==> config.mk <==
export PLATFORM = sky130hd
export DESIGN_NAME = uart_rx_line_capture
export DESIGN_NICKNAME = d
export VERILOG_FILES = /design/src/rtl/uart_rx_line_capture.sv
export SDC_FILE = /design/constraint.sdc
export NUM_CORES = 1
export LEC_CHECK = 0
export ABC_AREA = 1
export ABC_CLOCK_PERIOD_IN_PS = 3270
export CAP_MARGIN = 20
export CORE_MARGIN = 1
export CORE_UTILIZATION = 45
export DETAILED_ROUTE_END_ITERATION = 16
export SETUP_SLACK_MARGIN = 0.02
export SYNTH_ARGS = -nofsm -noshare
export SYNTH_HDL_FRONTEND = slang
export SYNTH_SLANG_ARGS = --single-unit
==> constraint.sdc <==
create_clock -name soc_clk -period 3.27 [get_ports soc_clk]
set_clock_uncertainty 0.15 [all_clocks]
set_input_delay 0.4905 -clock soc_clk [delete_from_list [all_inputs] [get_ports soc_clk]]
set_output_delay 0.4905 -clock soc_clk [all_outputs]
set_load 0.005 [all_outputs]
==> src/rtl/uart_rx_line_capture.sv <==
// uart_rx_line_capture
// Receives 8N1 frames from a UART TX line, flags framing errors and start-bit
// glitches, and assembles the received characters into a line buffer. Each
// completed line is handed to a reader through a valid/ack handshake.
//
// state     | meaning
// ----------+--------------------------------------------------------------
// IDLE      | line idle, waiting for a falling edge on rx_s
// START     | timing to mid start bit, then confirming it is still low
// DATA      | sampling eight data bits, LSB first, one per bit time
// STOP      | timing to mid stop bit, then checking it is high
// WAIT_HIGH | stop bit was low (framing error or break), wait for line high
//
// The bit timer is a down-counter. It is loaded with the interval minus one
// and the sample point is its terminal count of zero. The sample points are
// the same as those of an up-counter that starts at zero.

module uart_rx_line_capture #(
  parameter int BAUD_DIV = 868,
  parameter int STRLEN   = 80
) (
  input  logic                         soc_clk,
  input  logic                         soc_reset,
  input  logic                         rx,
  output logic                         byte_valid,
  output logic [7:0]                   byte_data,
  output logic                         frame_err,
  output logic                         line_valid,
  output logic [$clog2(STRLEN+1)-1:0]  line_len,
  input  logic                         line_ack,
  input  logic [$clog2(STRLEN)-1:0]    line_rd_addr,
  output logic [7:0]                   line_rd_data,
  output logic [15:0]                  drop_cnt
);

  localparam int CW = $clog2(BAUD_DIV);
  localparam int LW = $clog2(STRLEN + 1);
  localparam int AW = $clog2(STRLEN);

  localparam logic [CW-1:0] HALF_TC = CW'(BAUD_DIV / 2 - 1);
  localparam logic [CW-1:0] FULL_TC = CW'(BAUD_DIV - 1);
  localparam logic [AW-1:0] LAST_WP = AW'(STRLEN - 1);
  localparam logic [LW-1:0] FULL_LEN = LW'(STRLEN);

  localparam logic [7:0] CHAR_CR = 8'h0D;
  localparam logic [7:0] CHAR_LF = 8'h0A;

  typedef enum logic [2:0] {
    IDLE      = 3'd0,
    START     = 3'd1,
    DATA      = 3'd2,
    STOP      = 3'd3,
    WAIT_HIGH = 3'd4
  } state_t;

  state_t          state;
  logic [CW-1:0]   cnt;
  logic [2:0]      bidx;
  logic [7:0]      shreg;
  logic            rx_meta;
  logic            rx_s;

  logic [AW-1:0]   wp;
  logic [7:0]      buffer [STRLEN];

  // Two-flop synchroniser for the asynchronous serial input; resets to idle-high.
  always_ff @(posedge soc_clk or posedge soc_reset) begin
    if (soc_reset) begin
      rx_meta <= 1'b1;
      rx_s    <= 1'b1;
    end else begin
      rx_meta <= rx;
      rx_s    <= rx_meta;
    end
  end

  // Frame receiver FSM with registered byte/frame-error pulses.
  always_ff @(posedge soc_clk or posedge soc_reset) begin
    if (soc_reset) begin
      state      <= IDLE;
      cnt        <= '0;
      bidx       <= '0;
      shreg      <= '0;
      byte_valid <= 1'b0;
      byte_data  <= '0;
      frame_err  <= 1'b0;
    end else begin
      byte_valid <= 1'b0;
      frame_err  <= 1'b0;
      case (state)
        IDLE: begin
          if (!rx_s) begin
            state <= START;
            cnt   <= HALF_TC;
          end
        end
        START: begin
          if (cnt == '0) begin
            if (!rx_s) begin
              state <= DATA;
              cnt   <= FULL_TC;
              bidx  <= '0;
            end else begin
              // Start bit did not last half a bit time: treat it as a glitch.
              state <= IDLE;
            end
          end else begin
            cnt <= cnt - 1'b1;
          end
        end
        DATA: begin
          if (cnt == '0) begin
            shreg <= {rx_s, shreg[7:1]};
            cnt   <= FULL_TC;
            if (bidx == 3'd7) begin
              state <= STOP;
            end else begin
              bidx <= bidx + 1'b1;
            end
          end else begin
            cnt <= cnt - 1'b1;
          end
        end
        STOP: begin
          if (cnt == '0) begin
            if (rx_s) begin
              byte_valid <= 1'b1;
              byte_data  <= shreg;
              state      <= IDLE;
            end else begin
              frame_err <= 1'b1;
              state     <= WAIT_HIGH;
            end
          end else begin
            cnt <= cnt - 1'b1;
          end
        end
        WAIT_HIGH: begin
          if (rx_s) begin
            state <= IDLE;
          end
        end
        default: begin
          state <= IDLE;
        end
      endcase
    end
  end

  // Line assembly: write pointer, line handshake and drop counter.
  always_ff @(posedge soc_clk or posedge soc_reset) begin
    if (soc_reset) begin
      line_valid <= 1'b0;
      line_len   <= '0;
      wp         <= '0;
      drop_cnt   <= '0;
    end else begin
      if (line_valid) begin
        // A pending line freezes the buffer. A byte that arrives in the same
        // cycle as the ack is still dropped.
        if (line_ack) begin
          line_valid <= 1'b0;
        end
        if (byte_valid && (drop_cnt != 16'hFFFF)) begin
          drop_cnt <= drop_cnt + 1'b1;
        end
      end else if (byte_valid) begin
        if (byte_data == CHAR_LF) begin
          line_valid <= 1'b1;
          line_len   <= LW'(wp);
          wp         <= '0;
        end else if (byte_data != CHAR_CR) begin
          if (wp == LAST_WP) begin
            line_valid <= 1'b1;
            line_len   <= FULL_LEN;
            wp         <= '0;
          end else begin
            wp <= wp + 1'b1;
          end
        end
      end
    end
  end

  // Character storage. It has no reset, so contents are undefined until written.
  always_ff @(posedge soc_clk) begin
    if (byte_valid && !line_valid && (byte_data != CHAR_CR) && (byte_data != CHAR_LF)) begin
      buffer[wp] <= byte_data;
    end
  end

  assign line_rd_data = buffer[line_rd_addr];

endmodule

==> results.ini, run 1 <==
[timing]
rsz0062_at_grt = true
maxSlewHeadroom_pct = 35.54
worst_pin_slew_ps = 966.8
whs_ps = 108.2
fin_crit_sh_pct = 98.04
period_needed_ps = 3206
setup_violations = 0
fmax_mhz = 311.9
drv_slew = 0
hold_violations = 0

[worst_setup_path]
r2r_start = byte_data[0]
reg2regPathDepth = 7
critPathArrivalTime_ps = 2570
worstPathRequired_ps = 2630
startpoint = line_rd_addr[1]
timing.rr.end = buffer[23][1]
startpoint_type = input port
critPathKind = input port to output port
path_max_fanout = 20
reg2reg_slack_ps = 350
end_kind = output port

[worst_hold_path]
hold_start = rx
holdPathStages = 1
hp-class = input port to register
min_to = rx_meta

[yosys]
syn_avg_cell_area_um2 = 11.66
async_flop_share_pct = 9.477
yosysWarningCount = 0
synth_top_family_by_area = simple AND/OR/NAND/NOR gates
synth_area_leaders = edfxtp_1, nand2_1, nand3_1, dfrtp_1, nor2_1
synth_top_area_share_pct = 65.18
synthAdderAreaFrac_pct = 0.2122
yosysTopAreaCell = edfxtp_1
synth_compound_area_share_pct = 3.501
ys_seq_area_share_pct = 70.87
yosys.cell_types.count = 42
synth_flop_cell = edfxtp_1
synth.mux.area_fraction_pct = 0
synth_edf_count = 640
ys_ff_latch = 707
synth_xor_area_share_pct = 0.5347
synth-simple-area-share_pct = 20.58
synth_nets = 2545
syn-cell-area_um2 = 29490
syn_inst = 2529

[global_routing]
antenna_found_initial = 2
grt_pass1_vias = 19731
grt_pass1_wl_mm = 120.3
grt_max_degree = 82
grt.overflow.total = 0
grt.total_usage_pct = 24.02

[floorplanning]
die-area_um2 = 66550
ios = 53
start_util_pct = 45.66
row_count = 93
die_y_um = 258.0
core_area_um2 = 64580
die_w_um = 258.0

[clock_network]
numCtsBuffers = 76
cts_tree = yes
htreeDepth = 3
cts_root_buffer = clkbuf_16
clk_latency_ps = 630
clock_path_buffers = 3
clkSinkCount = 707
clkTransAtPathRegs_ps = 60

[finish]
multi_input_area_um2 = 7417
final_nets = 2703
instances_no_fill = 3601
seq_area_um2 = 20930
drive_gt1_share_pct = 12.93
area_growth_pct = 17.89
num_antenna_cells = 0
postLayoutCellArea_um2 = 34760
num-fill-cells = 5446

[pwr]
p_leak_nw = 12.12
ir_worst_vdd_v = 0.0004727
power.total_w = 0.01937
power_density_nw_per_um2 = 557.2

[detailed_routing]
viasPerCell = 5.583
drcViolationCount = 0
drtPass1Iterations = 5
routed_wl_mm = 80.76
wl_per_cell_um = 22.43
first_iter_violations = 2330
antenna_left = 0
via_count = 20106

[placement]
portBuffers = 52
globalplace.congestion = 0.8485
dp_hpwl_mm = 47.80
dp_cells = 3443
placed_area_um2 = 31610

[run]
timing.max_cap.violations = 0

[run_status]
status = finished clean

worst max-delay path: stages:
cell             delay, ps
buf_8                  160
inv_8                  100
buf_16                 180
buf_4                  170
nand3_1                 80
nand3_1                 90
nand3_1                140
nand2_1                 70
nand2_1                 60
nand3_1                150
nand2_1                110
nand2_1                 50
nand2_1                150
clkdlybuf4s50_1        530
where the power goes:
| group | switching, W | total, W | internal [W] |
|---|---|---|---|
| clock | 0.00353 | 0.00858 | 0.00506 |
| sequential | 0.000000958 | 0.00972 | 0.00972 |
| combinational | 0.000676 | 0.00107 | 0.000391 |
timing repair:
action                                  CTS  global route
resized for setup                        11            33
endpoints found under the setup margin    7             8
buffers inserted                          0             5
endpoints found under the hold margin    11             0
cloned                                    5            10
hold buffers                              1             0
pin swaps                                 0             1
cell type report:
class / count / share of cell area [%]
timing repair inverter: 1 / 0.03239
inverter: 73 / 0.8962
clock buffer: 94 / 5.849
clock inverter: 43 / 1.271
multi-input combinational: 1608 / 21.34
sequential: 707 / 60.20
tap: 855 / 3.077
timing repair buffer: 220 / 7.335
sequential cells by signal, summed over array words and instances, names as in the netlist, 3 cells and up:
register / cells
bidx: 3
line_len: 7
byte_data: 8
shreg: 8
drop_cnt: 16
wp: 7
cnt: 10
state: 3
buffer: 640
Yosys cell counts (4+ instances only):
cell,n
a21oi_1,5
buf_1,11
buf_2,41
buf_4,25
buf_6,38
clkbuf_1,24
dfrtp_1,65
edfxtp_1,640
ha_1,5
inv_1,64
inv_2,7
nand2_1,695
nand2_2,6
nand3_1,497
nand4_1,5
nor2_1,182
nor2_2,5
nor2_4,4
nor3_1,9
o21ai_0,84
o21ai_1,29
o21ai_2,15
o221ai_1,16
o22ai_1,19
xnor2_1,8
xor2_1,10
worst max-delay path by stage:
stage / end / slack, ps / cells past startpoint
floorplan: buffer[69][0] / 130 / 9
global placement: line_rd_data[4] / -120 / 15
detailed placement: line_rd_data[4] / -130 / 15
CTS: line_rd_data[7] / 20 / 14
global route: line_rd_data[2] / 10 / 11
finish: line_rd_data[0] / 60 / 14
kinds of logic after synthesis:
group	after synthesis
AND/OR/NAND/NOR	1412
AO/OA/AOI/OAI	173
flip-flops	707
buffers and inverters	214
adder cells (fa/ha/maj)	5
XOR/XNOR	18
through the flow:
stage,setup slack [ps],utilization (%),setup TNS [ps]
floorplan,131.0,-,0
global placement,-115.3,48.95,-220.3
detailed placement,-130.3,48.95,-283.9
CTS,18.14,53.15,0
global route,10.69,53.83,0
finish,64.03,53.83,0
cell usage in the layout, fill, tap and decap left out, types with 9 or more instances in the layout:
cell and count:
nand2_1 693, edfxtp_1 640, nand3_1 481, nor2_1 182
buf_4 119, clkbuf_16 88, o21ai_0 83, inv_1 62
dfrtp_1 57, clkdlybuf4s50_1 48, o21ai_1 30, buf_12 22
nand3_2 18, o22ai_1 18, clkinv_1 18, o21ai_2 15
o221ai_1 15, clkbuf_1 15, xor2_1 10, buf_16 10
nor3_1 9
routing by layer:
layer / up-vias / track usage [%] / part of all wire [%]
met2: 821 / 38.48 / 48
met4: 0 / 9.829 / 3.5
li1: 9230 / - / -
met5: - / 0 / 0
met1: 9894 / 32.13 / 41
met3: 161 / 4.780 / 7.4
(Power assumes the default switching activity.)
==> inputs of run 2 (changes only) <==
Settings changed: ABC_CLOCK_PERIOD_IN_PS 3270 to 2900.
Clock period 3.27 ns to 2.9 ns, I/O delays scaled along.
==> run 2 against run 1 <==
Effect of this change: hold slack got worse by 52 ps; critical path depth up 2; sequential power rose by 13%; setup slack improved by 62 ps; clock power is 9.7% higher; combinational power up 20%; sequential cell count unchanged; total power is 12% higher; critical endpoint is now line_rd_data[2].
==> results.ini, run 2 (synthesized netlist as in run 1, its figures left out) <==
[detailed_routing]
wl_per_cell_um = 21.52
via_count = 19981
dr_wl_met3_mm = 5.715
route.met2.wl_mm = 37.71
routed_wl_mm = 78.52
antenna_left = 0
drtPass1Iterations = 6
highest_layer = met5
wl_met1_mm = 32.55
viasPerCell = 5.476
drcViolationCount = 0
first_iter_violations = 2039

[floorplanning]
core_area_um2 = 64580
die-area_um2 = 66550
row_count = 93
die_y_um = 258.0
ios = 53
start_util_pct = 45.66
die_w_um = 258.0

[timing]
maxSlewHeadroom_pct = 32.95
rsz0062_at_grt = false
fmax_mhz = 360.5
drv_slew = 0
setup_violations = 0
period_needed_ps = 2774
fin_crit_sh_pct = 95.65
hold_violations = 0
worst_pin_slew_ps = 1006

[clock_network]
clk_latency_ps = 610
numCtsBuffers = 75
clkSinkCount = 707
cts_root_buffer = clkbuf_16
clock_path_buffers = 3
clkTransAtPathRegs_ps = 60
htreeDepth = 3
cts_tree = yes
cts_hold_buf = 0

[worst_setup_path]
startpoint_type = input port
reg2regPathDepth = 9
cp.depth = 16
path_common_cell = nand2_1
critPathKind = input port to output port
cp_slowest_cell = clkdlybuf4s15_1
slowest_delay_ps = 220
crit_buf_inv = 6
crit_chain = buf_16 > buf_6 > buf_16 > buf_16 > buf_4 > nand2_1 > nand3_1 > nand3_1 > nand3_1 > nand2_1 > nand2_1 > nand3_2 > nand2_2 > nand2_1 > nand2_1 > clkdlybuf4s15_1
r2r_start = byte_data[3]
startpoint = line_rd_addr[0]
critPathTopFamily = buffers and inverters
timing.rr.end = buffer[8][1]
end_kind = output port
path_max_fanout = 17
critPathArrivalTime_ps = 2190
worstPathRequired_ps = 2320
reg2reg_slack_ps = 310

[finish]
final_common_cell = nand2_1
final_cell_mix = nand2_1, edfxtp_1, nand3_1, nor2_1, buf_4
instances_no_fill = 3649
regMostFlops = buffer
largest_reg_flops = 640
fin_util_pct = 54.72
reg_top3 = buffer (640), drop_cnt (16), cnt (10)
final_nets = 2752
area_growth_pct = 19.85
drive_gt1_share_pct = 15.93

[global_routing]
grt_pass1_vias = 19498
grt_pass1_wl_mm = 119.3
grt.overflow.total = 0
grt_max_degree = 82
antenna_found_initial = 1
grt.total_usage_pct = 23.90

[placement]
portBuffers = 52
globalplace.congestion = 0.8932
dp_cells = 3488
dp_hpwl_mm = 46.78

[pwr]
p_leak_nw = 12.47
power_density_nw_per_um2 = 612.5
ir_worst_vdd_v = 0.0004432

[run_status]
status = finished clean

[worst_hold_path]
hp-class = input port to asynchronous set/reset pin

[run]
timing.max_cap.violations = 0

-- run 2: cell count changes in the layout (fill, tap and decap cells not counted), moves of 7 or more --
cell	change
dlygate4sd2_1	+7
nand2_1	-16
nand3_2	+19
clkdlybuf4s50_1	-8
nand3_1	-19
clkinv_2	+9
clkbuf_16	-9
buf_16	+7
clkinv_1	-8
buf_12	+13
buf_4	+35
nand2_2	+16
-- run 2: final cells by class --
| cell class | count | area, um2 |
|---|---|---|
| tap | 855 | 1070 |
| inverter | 73 | 292.8 |
| clock buffer | 95 | 2047 |
| multi-input combinational | 1608 | 7545 |
| antenna | 1 | 2.502 |
| sequential | 707 | 20930 |
| timing repair inverter | 2 | 20.02 |
| timing repair buffer | 269 | 3080 |
| fill | 5366 | 29240 |
| clock inverter | 39 | 354.1 |
-- run 2: how the worst max path moves through the flow --
stage	end	slack (ps)
finish	line_rd_data[2]	130
global route	line_rd_data[4]	20
CTS	byte_data[3]	20
detailed placement	line_rd_data[2]	-340
global placement	line_rd_data[2]	-330
floorplan	buffer[69][0]	150
-- run 2: metal layers --
| layer | GRT usage, % | up-vias |
|---|---|---|
| li1 | - | 9336 |
| met1 | 31.93 | 9766 |
| met2 | 39.09 | 730 |
| met3 | 4.643 | 147 |
| met4 | 8.169 | 2 |
| met5 | 0.7835 | - |
-- run 2: repair_timing --
action | in CTS | in global routing
setup endpoints to repair | 8 | 23
gates resized for setup | 95 | 9
pin swaps | 8 | 1
cloned | 15 | 0
buffers inserted | 11 | 0
-- run 2: worst reg2reg max path, cell delays in order (launching register included) --
cell and delay [ps]:
dfrtp_4 550, inv_1 80, nor2_1 40, nand4_1 120, inv_1 90, nor2_2 280, buf_4 220, nand3_1 310
nor2_1 260, buf_4 210
-- run 2: report_power, final --
| part | switching [W] | total (W) | internal [W] |
|---|---|---|---|
| sequential | 0.000000829 | 0.0110 | 0.0110 |
| combinational | 0.000782 | 0.00128 | 0.000501 |
| clock | 0.00387 | 0.00941 | 0.00553 |
-- run 2: stage by stage --
stage               power (W)  instance area (um2)  hold WS, ps  TNS [ps]  setup WS, ps
CTS                   0.02175                35300        50.01         0         22.91
global placement      0.01226                31990        196.7     -1809        -327.2
detailed placement    0.01227                31990        197.6     -1813        -336.5
floorplan             0.01187                29490        195.2         0         150.5
global route          0.02225                35340        60.23         0         24.73
finish                0.02164                35340        56.69         0         126.2
